## src/rtl/deadlock_confirm_pkg.sv

```systemverilog
`default_nettype none
// ============================================================================
// Module      : deadlock_pkg
// Description : Shared types and helpers for the deadlock confirmation block.
// Revision    : 1.0 - initial release
// ============================================================================
package deadlock_pkg;

  // FSM state with a fixed 2-bit encoding that is exported on state_o.
  typedef enum logic [1:0] {
    IDLE      = 2'd0,
    ARMED     = 2'd1,
    CONFIRMED = 2'd2
  } dl_state_t;

  localparam int EVT_W       = 8;

  // Default process/axis geometry of the observed dataflow region.
  localparam int SNAP_PROC_W = 13;
  localparam int SNAP_AXIS_W = 3;

  // Captured process-state picture for the default geometry.
  typedef struct packed {
    logic [SNAP_PROC_W-1:0] idle;
    logic [SNAP_PROC_W-1:0] chan_block;
    logic [SNAP_AXIS_W-1:0] axis;
  } dl_snap_t;

  // Saturating increment for the confirmed-event counter.
  function automatic logic [EVT_W-1:0] evt_sat_inc(input logic [EVT_W-1:0] v);
    return (&v) ? v : v + EVT_W'(1);
  endfunction

endpackage
`default_nettype wire

```

## src/rtl/deadlock_confirm_stable_counter.sv

```systemverilog
`default_nettype none
// ============================================================================
// Module      : dl_stable_counter
// Description : Holds the captured process-state picture and counts how many
//               consecutive samples it has stayed unchanged.
// Revision    : 1.0 - initial release
// ============================================================================
module dl_stable_counter #(
  parameter int W      = 29,
  parameter int CNT_W  = 16,
  parameter int TARGET = 1000
) (
  input  logic         clock,
  input  logic         reset,
  input  logic         load_i,
  input  logic         inc_i,
  input  logic         clr_i,
  input  logic [W-1:0] cur_i,
  output logic [W-1:0] snap_o,
  output logic         stable_hit_o,
  output logic         changed_o
);

  logic [W-1:0]     snap_q, snap_d;
  logic [CNT_W-1:0] stab_cnt_q, stab_cnt_d;

  // Next-state: clear beats load beats increment; snapshot only moves on load.
  always_comb begin
    snap_d     = snap_q;
    stab_cnt_d = stab_cnt_q;
    if (clr_i) begin
      stab_cnt_d = '0;
    end else if (load_i) begin
      snap_d     = cur_i;
      stab_cnt_d = CNT_W'(1);
    end else if (inc_i) begin
      stab_cnt_d = stab_cnt_q + CNT_W'(1);
    end
  end

  // Snapshot and stability counter registers.
  always_ff @(posedge clock) begin
    if (reset) begin
      snap_q     <= '0;
      stab_cnt_q <= '0;
    end else begin
      snap_q     <= snap_d;
      stab_cnt_q <= stab_cnt_d;
    end
  end

  assign snap_o       = snap_q;
  assign changed_o    = (cur_i != snap_q);
  // The current sample is the TARGET-th stable one when the count reads TARGET-1.
  assign stable_hit_o = (stab_cnt_q == CNT_W'(TARGET - 1));

endmodule
`default_nettype wire

```

## src/rtl/deadlock_confirm.sv

```systemverilog
`default_nettype none
// ============================================================================
// Module      : deadlock_confirm
// Description : Filters the deadlock monitor's per-cycle block indication and
//               declares a sticky deadlock once block has been held with a
//               frozen process-state picture for CONFIRM_CYCLES cycles.
//               Optional DEADLOCK_CONFIRM_REPORT_EN adds simulation reporting.
// Revision    : 1.0 - initial release
// ============================================================================
module deadlock_confirm
  import deadlock_pkg::*;
#(
  parameter int NUM_PROC       = 13,
  parameter int NUM_AXIS       = 3,
  parameter int CONFIRM_CYCLES = 1000,
  parameter int CNT_W          = 16,
  parameter int CYC_W          = 32
) (
  input  logic                clock,
  input  logic                reset,
  input  logic                block_in,
  input  logic [NUM_PROC-1:0] proc_idle_vec,
  input  logic [NUM_PROC-1:0] proc_chan_block_vec,
  input  logic [NUM_AXIS-1:0] axis_block_sigs,
  input  logic                clear,
  output logic                deadlock,
  output logic                deadlock_pulse,
  output logic [NUM_PROC-1:0] snap_idle,
  output logic [NUM_PROC-1:0] snap_chan_block,
  output logic [NUM_AXIS-1:0] snap_axis,
  output logic [CYC_W-1:0]    detect_cycle,
  output logic [EVT_W-1:0]    event_count,
  output logic [1:0]          state_o
);

  localparam int VEC_W = 2 * NUM_PROC + NUM_AXIS;

  dl_state_t        state_q, state_d;
  logic             deadlock_q, deadlock_d;
  logic             pulse_q;
  logic [CYC_W-1:0] cycle_cnt_q;
  logic [CYC_W-1:0] detect_q;
  logic [EVT_W-1:0] evt_q;

  logic             w_load, w_inc, w_clr, w_confirm;
  logic             w_stable_hit, w_changed;
  logic [VEC_W-1:0] w_cur, w_snap;

  assign w_cur = {proc_idle_vec, proc_chan_block_vec, axis_block_sigs};

  dl_stable_counter #(
    .W      (VEC_W),
    .CNT_W  (CNT_W),
    .TARGET (CONFIRM_CYCLES)
  ) u_stable (
    .clock        (clock),
    .reset        (reset),
    .load_i       (w_load),
    .inc_i        (w_inc),
    .clr_i        (w_clr),
    .cur_i        (w_cur),
    .snap_o       (w_snap),
    .stable_hit_o (w_stable_hit),
    .changed_o    (w_changed)
  );

  // Next-state and counter control; clear always beats a new block sample.
  always_comb begin
    state_d    = state_q;
    deadlock_d = deadlock_q;
    w_load     = 1'b0;
    w_inc      = 1'b0;
    w_clr      = 1'b0;
    w_confirm  = 1'b0;
    unique case (state_q)
      IDLE: begin
        if (block_in && !clear) begin
          w_load = 1'b1;
          if (CONFIRM_CYCLES == 1) begin
            state_d   = CONFIRMED;
            w_confirm = 1'b1;
          end else begin
            state_d = ARMED;
          end
        end
      end
      ARMED: begin
        if (clear || !block_in) begin
          state_d = IDLE;
          w_clr   = 1'b1;
        end else if (w_changed) begin
          // A moving picture is progress: restart the count from this sample.
          w_load = 1'b1;
        end else if (w_stable_hit) begin
          state_d   = CONFIRMED;
          w_confirm = 1'b1;
        end else begin
          w_inc = 1'b1;
        end
      end
      CONFIRMED: begin
        if (clear) begin
          state_d    = IDLE;
          deadlock_d = 1'b0;
          w_clr      = 1'b1;
        end
      end
      default: begin
        state_d = IDLE;
        w_clr   = 1'b1;
      end
    endcase
    if (w_confirm) deadlock_d = 1'b1;
  end

  // FSM, flags, timestamp, event counter and free-running cycle counter.
  always_ff @(posedge clock) begin
    if (reset) begin
      state_q     <= IDLE;
      deadlock_q  <= 1'b0;
      pulse_q     <= 1'b0;
      cycle_cnt_q <= '0;
      detect_q    <= '0;
      evt_q       <= '0;
    end else begin
      state_q     <= state_d;
      deadlock_q  <= deadlock_d;
      pulse_q     <= w_confirm;
      cycle_cnt_q <= (&cycle_cnt_q) ? cycle_cnt_q : cycle_cnt_q + CYC_W'(1);
      if (w_confirm) begin
        detect_q <= cycle_cnt_q;
        evt_q    <= evt_sat_inc(evt_q);
      end
    end
  end

  assign deadlock        = deadlock_q;
  assign deadlock_pulse  = pulse_q;
  assign detect_cycle    = detect_q;
  assign event_count     = evt_q;
  assign state_o         = state_q;
  assign snap_idle       = w_snap[VEC_W-1 -: NUM_PROC];
  assign snap_chan_block = w_snap[NUM_AXIS +: NUM_PROC];
  assign snap_axis       = w_snap[NUM_AXIS-1:0];

`ifdef DEADLOCK_CONFIRM_REPORT_EN
  // Simulation-only report; on a confirm edge the snapshot equals w_cur.
  always @(posedge clock) begin
    if (!reset && w_confirm) begin
      $write("deadlock_confirm: deadlock at cycle %0h idle=%h chan=%h axis=%h non-idle procs:",
             cycle_cnt_q, proc_idle_vec, proc_chan_block_vec, axis_block_sigs);
      for (int i = 0; i < NUM_PROC; i++) begin
        if (!proc_idle_vec[i]) $write(" %0d", i);
      end
      $write("\n");
    end
    if (!reset && state_q == CONFIRMED && clear) begin
      $display("deadlock_confirm: deadlock cleared at cycle %0h", cycle_cnt_q);
    end
  end
`else
  // Reporting disabled: no additional logic.
`endif

endmodule
`default_nettype wire

```

## config.mk

```make
export PLATFORM = sky130hd
export DESIGN_NAME = deadlock_confirm
export DESIGN_NICKNAME = d
export VERILOG_FILES = /design/src/rtl/deadlock_confirm_pkg.sv /design/src/rtl/deadlock_confirm_stable_counter.sv /design/src/rtl/deadlock_confirm.sv
export SDC_FILE = /design/constraint.sdc
export NUM_CORES = 1
export LEC_CHECK = 0
export CORE_ASPECT_RATIO = 1.1
export CORE_UTILIZATION = 55
export DETAILED_ROUTE_END_ITERATION = 10
export PLACE_DENSITY = 0.9
export REMOVE_ABC_BUFFERS = 1
export SLEW_MARGIN = 20
export SYNTH_ARGS = -nofsm -noshare
export SYNTH_HDL_FRONTEND = slang
export SYNTH_SLANG_ARGS = --single-unit
```

## constraint.sdc

```tcl
create_clock -name clock -period 5 [get_ports clock]
set_input_delay 0.75 -clock clock [delete_from_list [all_inputs] [get_ports clock]]
set_output_delay 0.75 -clock clock [all_outputs]
set_load 0.05 [all_outputs]
```

==> results of run 1 <==
[per-stage QoR]
step | hold slack [ns] | setup WS, ns | instance area (um^2) | power (mW)
2_1_floorplan | 0.447 | 0.322 | 5230 | 1.11
3_3_place_gp | 0.437 | 1.33 | 6450 | 1.18
3_5_place_dp | 0.444 | 1.21 | 6450 | 1.19
4_1_cts | 0.452 | 1.69 | 7030 | 2.35
5_1_grt | 0.479 | 1.53 | 7030 | 2.42
6_report | 0.451 | 1.67 | 7030 | 2.34
[cell usage after synthesis, types with 3 or more instances]
| master | number | area, um^2 |
|---|---|---|
| a21oi_1 | 52 | 260 |
| and4_1 | 4 | 35.0 |
| o21ai_0 | 5 | 25.0 |
| nand2_1 | 91 | 342 |
| xnor2_1 | 36 | 315 |
| ha_1 | 3 | 37.5 |
| nand3_1 | 19 | 95.1 |
| buf_2 | 6 | 30.0 |
| or4_1 | 9 | 67.6 |
| clkbuf_1 | 22 | 82.6 |
| mux2i_1 | 36 | 360 |
| o21ai_1 | 9 | 45.0 |
| nand4_1 | 22 | 138 |
| or3_1 | 12 | 75.1 |
| nor4_1 | 5 | 31.3 |
| xor2_1 | 20 | 175 |
| o31ai_1 | 6 | 45.0 |
| nand4b_1 | 3 | 26.3 |
| dfxtp_1 | 121 | 2420 |
| and3_1 | 12 | 75.1 |
| nand3b_1 | 3 | 22.5 |
| inv_1 | 8 | 30.0 |
| nor2_1 | 79 | 297 |
[flip-flops by register name, summed over array words and instances (netlist names)]
name / flops
event_count: 8
u_stable.snap_o: 29
cycle_cnt_q: 32
deadlock_pulse: 1
u_stable.stab_cnt_q: 16
deadlock: 1
detect_cycle: 32
state_o: 2
[cell usage in the layout (no fill, tap or decap), types with 19 or more instances in the layout]
cell | Yosys | layout
clkdlybuf4s50_1 | 0 | 104
nand2_1 | 91 | 91
nand4_1 | 22 | 22
nor2_1 | 79 | 79
mux2i_1 | 36 | 36
nand3_1 | 19 | 19
xor2_1 | 20 | 20
dfxtp_1 | 121 | 121
xnor2_1 | 36 | 36
a21oi_1 | 52 | 52
[power groups by stage]
stage / Clock (mW) / Sequential [mW] / Combinational (mW)
after CTS: 1.18 / 0.993 / 0.176
after floorplan: 0 / 1.05 / 0.0583
after global routing: 1.23 / 0.995 / 0.187
final: 1.17 / 0.994 / 0.175
after global placement: 0 / 1.01 / 0.170
after detailed placement: 0 / 1.01 / 0.175
[per-layer routing]
layer | share of wire [%] | wire length (um) | global-route usage [%] | vias to the layer above
met4 | 2.4 | 319 | 11.8 | 0
met1 | 40 | 5290 | 30.5 | 2355
met3 | 4.1 | 539 | 5.99 | 34
li1 | - | - | - | 2364
met5 | 0 | 0 | 0 | -
met2 | 53 | 6960 | 48.0 | 142
[cell type report]
type                       instances  area (um^2)  share of cell area [%]
multi-input combinational        463         2790                    39.6
clock inverter                    14          149                    2.12
clock buffer                      18          428                    6.08
tap                              117          146                    2.08
inverter                           8         30.0                   0.427
sequential                       121         2420                    34.4
timing repair buffer             108         1070                    15.2
[kinds of logic after synthesis]
family	count (synthesis)	synth area share, %
AND/OR/NAND/NOR	280	25.8
XOR/XNOR	56	9.17
buffers and inverters	37	2.88
adder cells (fa/ha/maj)	3	0.702
flip-flops	121	45.3
AO/OA/AOI/OAI	88	9.40
multiplexers	36	6.74
[critical path: cells and delay by family]
kind | cells | cell delay (ns)
AO/OA/AOI/OAI | 1 | 0.20
buffers and inverters | 1 | 0.51
AND/OR/NAND/NOR | 4 | 2.15
XOR/XNOR | 1 | 0.15
[worst min-delay path by stage]
| stage | startpoint | endpoint | slack (ns) | cells past startpoint |
|---|---|---|---|---|
| after floorplan | u_stable.stab_cnt_q[15] | u_stable.stab_cnt_q[15] | 0.45 | 2 |
| after global placement | detect_cycle[26] | detect_cycle[26] | 0.44 | 2 |
| after detailed placement | detect_cycle[13] | detect_cycle[13] | 0.44 | 2 |
| after CTS | detect_cycle[13] | detect_cycle[13] | 0.45 | 2 |
| after global routing | detect_cycle[18] | detect_cycle[18] | 0.48 | 2 |
| final | detect_cycle[13] | detect_cycle[13] | 0.45 | 2 |
==> summary.txt, run 1 <==
slew margin rel.: 36.1%
reg-to-reg setup timing slack: 1.74 ns
vias in the first global route: 4816
Post-Synthesis Cells: 621
antenna diode count: 0
Critical Path Sink: u_stable.stab_cnt_q[5]
CP startpoint: proc_idle_vec[1]
Pleak: 2.53 nW
Post-DRT Antenna Nets: 0
Setup TNS: 0 ns
H-tree depth: 4
row count: 37
die area: 10100 um^2
drt drc: 0
post-synthesis register bit count: 121
I/O pin count: 106
clock network fraction of design power: 50.1%
peak supply drop: 0.275 mV
Initial Utilization: 56.9%
unrepaired setup endpoints after global routing: false
Seq pwr share: 42.4%
mean area per synthesized cell: 8.62 um^2
slowest stage delay, CP: 0.72 ns
Via Count: 4895
post-synth cell types: 50
per-cell routed wire length: 15.4 um
cts hold-fix bufs: 0
CP Cell Sequence: clkdlybuf4s50_1, xnor2_1, nand4_1, or4_1, or4_4, or4_1, a21oi_1
fillers: 664
DRT iter0 DRCs: 227
Die Y: 105 um
Net Sw Frac: 24.1%
Post-Layout Cell Count: 849
skew final: 0.00818 ns
CP dominant cell by count: or4_1
net load switching power: 563 uW
routed vias/inst: 5.77
internal cell power: 1.78 mW
Layout area overhead: 31.5%
synthesized area: 5350 um^2
largest net degree at the start of global routing: 57
Num CTS Buffers: 17
worst reg2reg path depth: 7
total iterations of the first detailed-routing run: 5
CTS Buffer Depth: 2
Post-CTS Repair Setup Buffers: 0
Clock Latency Late Sink: 0.51 ns
nets@finish: 755
Worst path slowest cell: or4_1
final hold viol count: 0
Gate power share: 7.5%
initial antenna violation count: 0
Total GRT Usage: 27.1%
fin. max-slew vios: 0
wire length of the first global-routing pass: 21700 um
Die X: 96.0 um
MaxCap Viol Count: 0
Seq/Total Area, Yosys: 45.3%
Clock Pin Slew Worst Setup and Hold Paths: 0.06 ns
Clock Sinks: 121
actual slew at the worst max-slew pin: 0.952 ns
worst min-delay path class: flop to flop
CORE AREA: 9400 um^2
Pwr per Cell Area: 333 nW/um^2
EDFF count, synth: 0
FMAX: 300 MHz
GRT overflow: 0
yosys warns: 0
fraction of layout cells with a size suffix above 1: 6.15%
most used flip-flop cell after synthesis: dfxtp_1
Synth async-reset ratio: 0%
DRT Wirelength: 13100 um
critical path endpoint category: flop
placed insts: 817
final number of setup-violating endpoints: 0
Startpoint Class: input pin
outcome: complete, no violations
Data required, critical path: 5.42 ns
PortBufs: 105
clock root cell: clkbuf_8
r2r endpoint: event_count[2]
critical path data arrival time: 3.75 ns
Crit Path Max Fanout: 20
Critical R2R Launch: u_stable.stab_cnt_q[1]
WS Path Type: input pin to flop
hpwl dp: 8840 um
cts repair resizes: 0
post-layout min period: 3.33 ns
Routability Congestion: 0.937
Final period util: 66.6%
TritonCTS clock tree: built
Final Util: 74.8%
No activity file was read; power rests on OpenSTA's default activity.
==> inputs of run 2 (changes only) <==
Settings changed: CORE_UTILIZATION 55 to 47, PLACE_DENSITY 0.9 to 0.83.
Clock period 5 ns to 3 ns, I/O delays scaled along.
==> run 2 against run 1 <==
Clock skew rose by 0.00054 ns. Largest power group unchanged. Critical endpoint is now u_stable.stab_cnt_q[15]. Register-to-register slack worse by 1.5 ns. Worst setup slack worse by 1.5 ns. Clock power up 72%. Count of clock-buffer cells in the layout up 6.
==> summary.txt, run 2 (same netlist as run 1, synthesis figures left out) <==
final number of setup-violating endpoints: 0 (unchanged)
cts repair resizes: 0 (unchanged)
setup ws final: 0.162 ns (was 1.67 ns)
antenna diode count: 0 (unchanged)
routed vias/inst: 5.46 (was 5.77)
Num CTS Buffers: 17 (unchanged)
largest net degree at the start of global routing: 58 (was 57)
Initial Utilization: 48.6% (was 56.9%)
WS Path Type: input pin to flop (unchanged)
slew margin rel.: 52.8% (was 36.1%)
unrepaired setup endpoints after global routing: false (unchanged)
post-place setup slack: -0.204 ns (was 1.21 ns)
actual slew at the worst max-slew pin: 0.702 ns (was 0.952 ns)
Critical R2R Launch: u_stable.stab_cnt_q[0] (was u_stable.stab_cnt_q[1])
Die X: 104 um (was 96.0 um)
Setup TNS: 0 ns (unchanged)
TritonCTS clock tree: built (unchanged)
clock root cell: clkbuf_16 (was clkbuf_8)
CP dominant cell by count: or4_1 (unchanged)
Via Count: 4902 (was 4895)
commonest non-fill, non-tap cells in the layout: 121 x dfxtp_1, 104 x clkdlybuf4s50_1, 91 x nand2_1 (unchanged)
Routability Congestion: 0.862 (was 0.937)
Net Sw Frac: 22.1% (was 24.1%)
Layout area overhead: 36.2% (was 31.5%)
Pleak: 2.66 nW (was 2.53 nW)
Final Util: 66.2% (was 74.8%)
reg-to-reg setup timing slack: 0.20 ns (was 1.74 ns)
fraction of layout cells with a size suffix above 1: 8.00% (was 6.15%)
Gate power share: 7.7% (was 7.5%)
worst reg2reg path depth: 7 (unchanged)
total chip power: 3.97 mW (was 2.34 mW)
worst hold path stage count: 2 (unchanged)
GRT busiest layer: met2 (unchanged)
most common cell after layout, fill and taps aside: dfxtp_1 (unchanged)
peak supply drop: 0.377 mV (was 0.275 mV)
outcome: complete, no violations (unchanged)
fillers: 864 (was 664)
placed insts: 866 (was 817)
CTS Buffer Depth: 2 (unchanged)
multi-input logic area: 2790 um^2 (about the same)
total iterations of the first detailed-routing run: 4 (was 5)
slowest stage delay, CP: 0.61 ns (was 0.72 ns)
Clock Latency Late Sink: 0.41 ns (was 0.51 ns)
per-cell routed wire length: 14.6 um (was 15.4 um)
post-layout min period: 2.84 ns
Pwr per Cell Area: 544 nW/um^2 (was 333 nW/um^2)
DRT Wirelength: 13100 um (about the same)
skew final: 0.00872 ns (was 0.00818 ns)
Seq pwr share: 41.8% (was 42.4%)
register area: 2420 um^2 (unchanged)
wire length of the first global-routing pass: 21600 um (was 21700 um)
final instance area: 7290 um^2 (was 7030 um^2)
final hold viol count: 0 (unchanged)
met3 Usage GRT: 4.57% (was 5.99%)
CP Cell Sequence: clkdlybuf4s50_1, xnor2_1, nand4_1, or4_1, or4_4, or4_1, a21oi_1 (unchanged)
drt drc: 0 (unchanged)
critical path data arrival time: 3.16 ns (was 3.75 ns)
critical path endpoint category: flop (unchanged)
MaxCap Viol Count: 0 (unchanged)
DRT iter0 DRCs: 203 (was 227)
Startpoint Class: input pin (unchanged)
net load switching power: 876 uW (was 563 uW)
I/O pin count: 106 (unchanged)
Die Y: 114 um (was 105 um)
H-tree depth: 4 (unchanged)
Clock Sinks: 121 (unchanged)
Crit Path Max Fanout: 7 (was 20)
hold worst-path end: detect_cycle[18] (was detect_cycle[13])
nets@finish: 774 (was 755)
Data required, critical path: 3.32 ns (was 5.42 ns)
GR met1 Demand/Resource: 24.9% (was 30.5%)
row count: 40 (was 37)
min-delay src: detect_cycle[18] (was detect_cycle[13])
r2r endpoint: event_count[2] (unchanged)
Hold WS: 0.448 ns (was 0.451 ns)
die area: 11800 um^2 (was 10100 um^2)
DP Area: 6700 um^2 (was 6450 um^2)
worst min-delay path class: flop to flop (unchanged)
Worst path slowest cell: or4_4 (was or4_1)
fin. max-slew vios: 0 (unchanged)
GRT overflow: 0 (unchanged)
PortBufs: 105 (unchanged)
Final period util: 94.6%
Clock Pin Slew Worst Setup and Hold Paths: 0.05 ns (was 0.06 ns)
CORE AREA: 11000 um^2 (was 9400 um^2)
vias in the first global route: 4719 (was 4816)
Total GRT Usage: 22.5% (was 27.1%)
internal cell power: 3.09 mW (was 1.78 mW)
initial antenna violation count: 0 (unchanged)
Post-Layout Cell Count: 897 (was 849)
Post-DRT Antenna Nets: 0 (unchanged)
Post-CTS Repair Setup Buffers: 0 (unchanged)
FMAX: 352 MHz
Global Route met2 Usage: 42.1% (was 48.0%)
clock network fraction of design power: 50.5% (was 50.1%)
cts hold-fix bufs: 0 (unchanged)
hpwl dp: 9080 um (was 8840 um)
-- run 2: changes by cell type in the layout (fill, tap and decap cells not counted), sizes merged --
cell      change
inv           -2
clkbuf        +6
clkinv        -3
clkinvlp      -2
buf          +19
-- run 2: layout make-up --
class / count / share of cell area, %
clock inverter: 7 / 1.24
multi-input combinational: 463 / 38.2
tap: 147 / 2.52
clock buffer: 24 / 6.88
inverter: 8 / 0.412
timing repair buffer: 127 / 17.5
sequential: 121 / 33.2
-- run 2: power by group through the flow --
stage          Sequential (mW)  Combinational, mW  Clock [mW]
2_1_floorplan             1.75             0.0971           0
3_3_place_gp              1.69              0.299           0
3_5_place_dp              1.69              0.305           0
4_1_cts                   1.66              0.306        2.03
5_1_grt                   1.66              0.323        2.12
6_report                  1.66              0.305        2.01
-- run 2: routing by layer --
layer	vias to the layer above	routed length (um)	share of wire (%)
met4	0	166	1.3
met1	2342	5370	41
met2	135	7020	54
met3	17	551	4.2
li1	2408	-	-
met5	-	0	0
-- run 2: worst max-delay path by stage --
stage / start / endpoint / cells past startpoint
global placement: proc_chan_block_vec[4] / u_stable.stab_cnt_q[12] / 8
CTS: proc_chan_block_vec[1] / u_stable.stab_cnt_q[15] / 7
detailed placement: proc_chan_block_vec[4] / u_stable.stab_cnt_q[15] / 7
global route: u_stable.stab_cnt_q[0] / event_count[2] / 7
finish: proc_chan_block_vec[1] / u_stable.stab_cnt_q[15] / 7
floorplan: u_stable.snap_o[6] / u_stable.stab_cnt_q[10] / 6
-- run 2: critical path, delay by kind of cell --
kind	cells	cell delay [ns]
simple gates	4	1.87
buf+inv	1	0.52
compound gates	1	0.17
xor+xnor	1	0.15
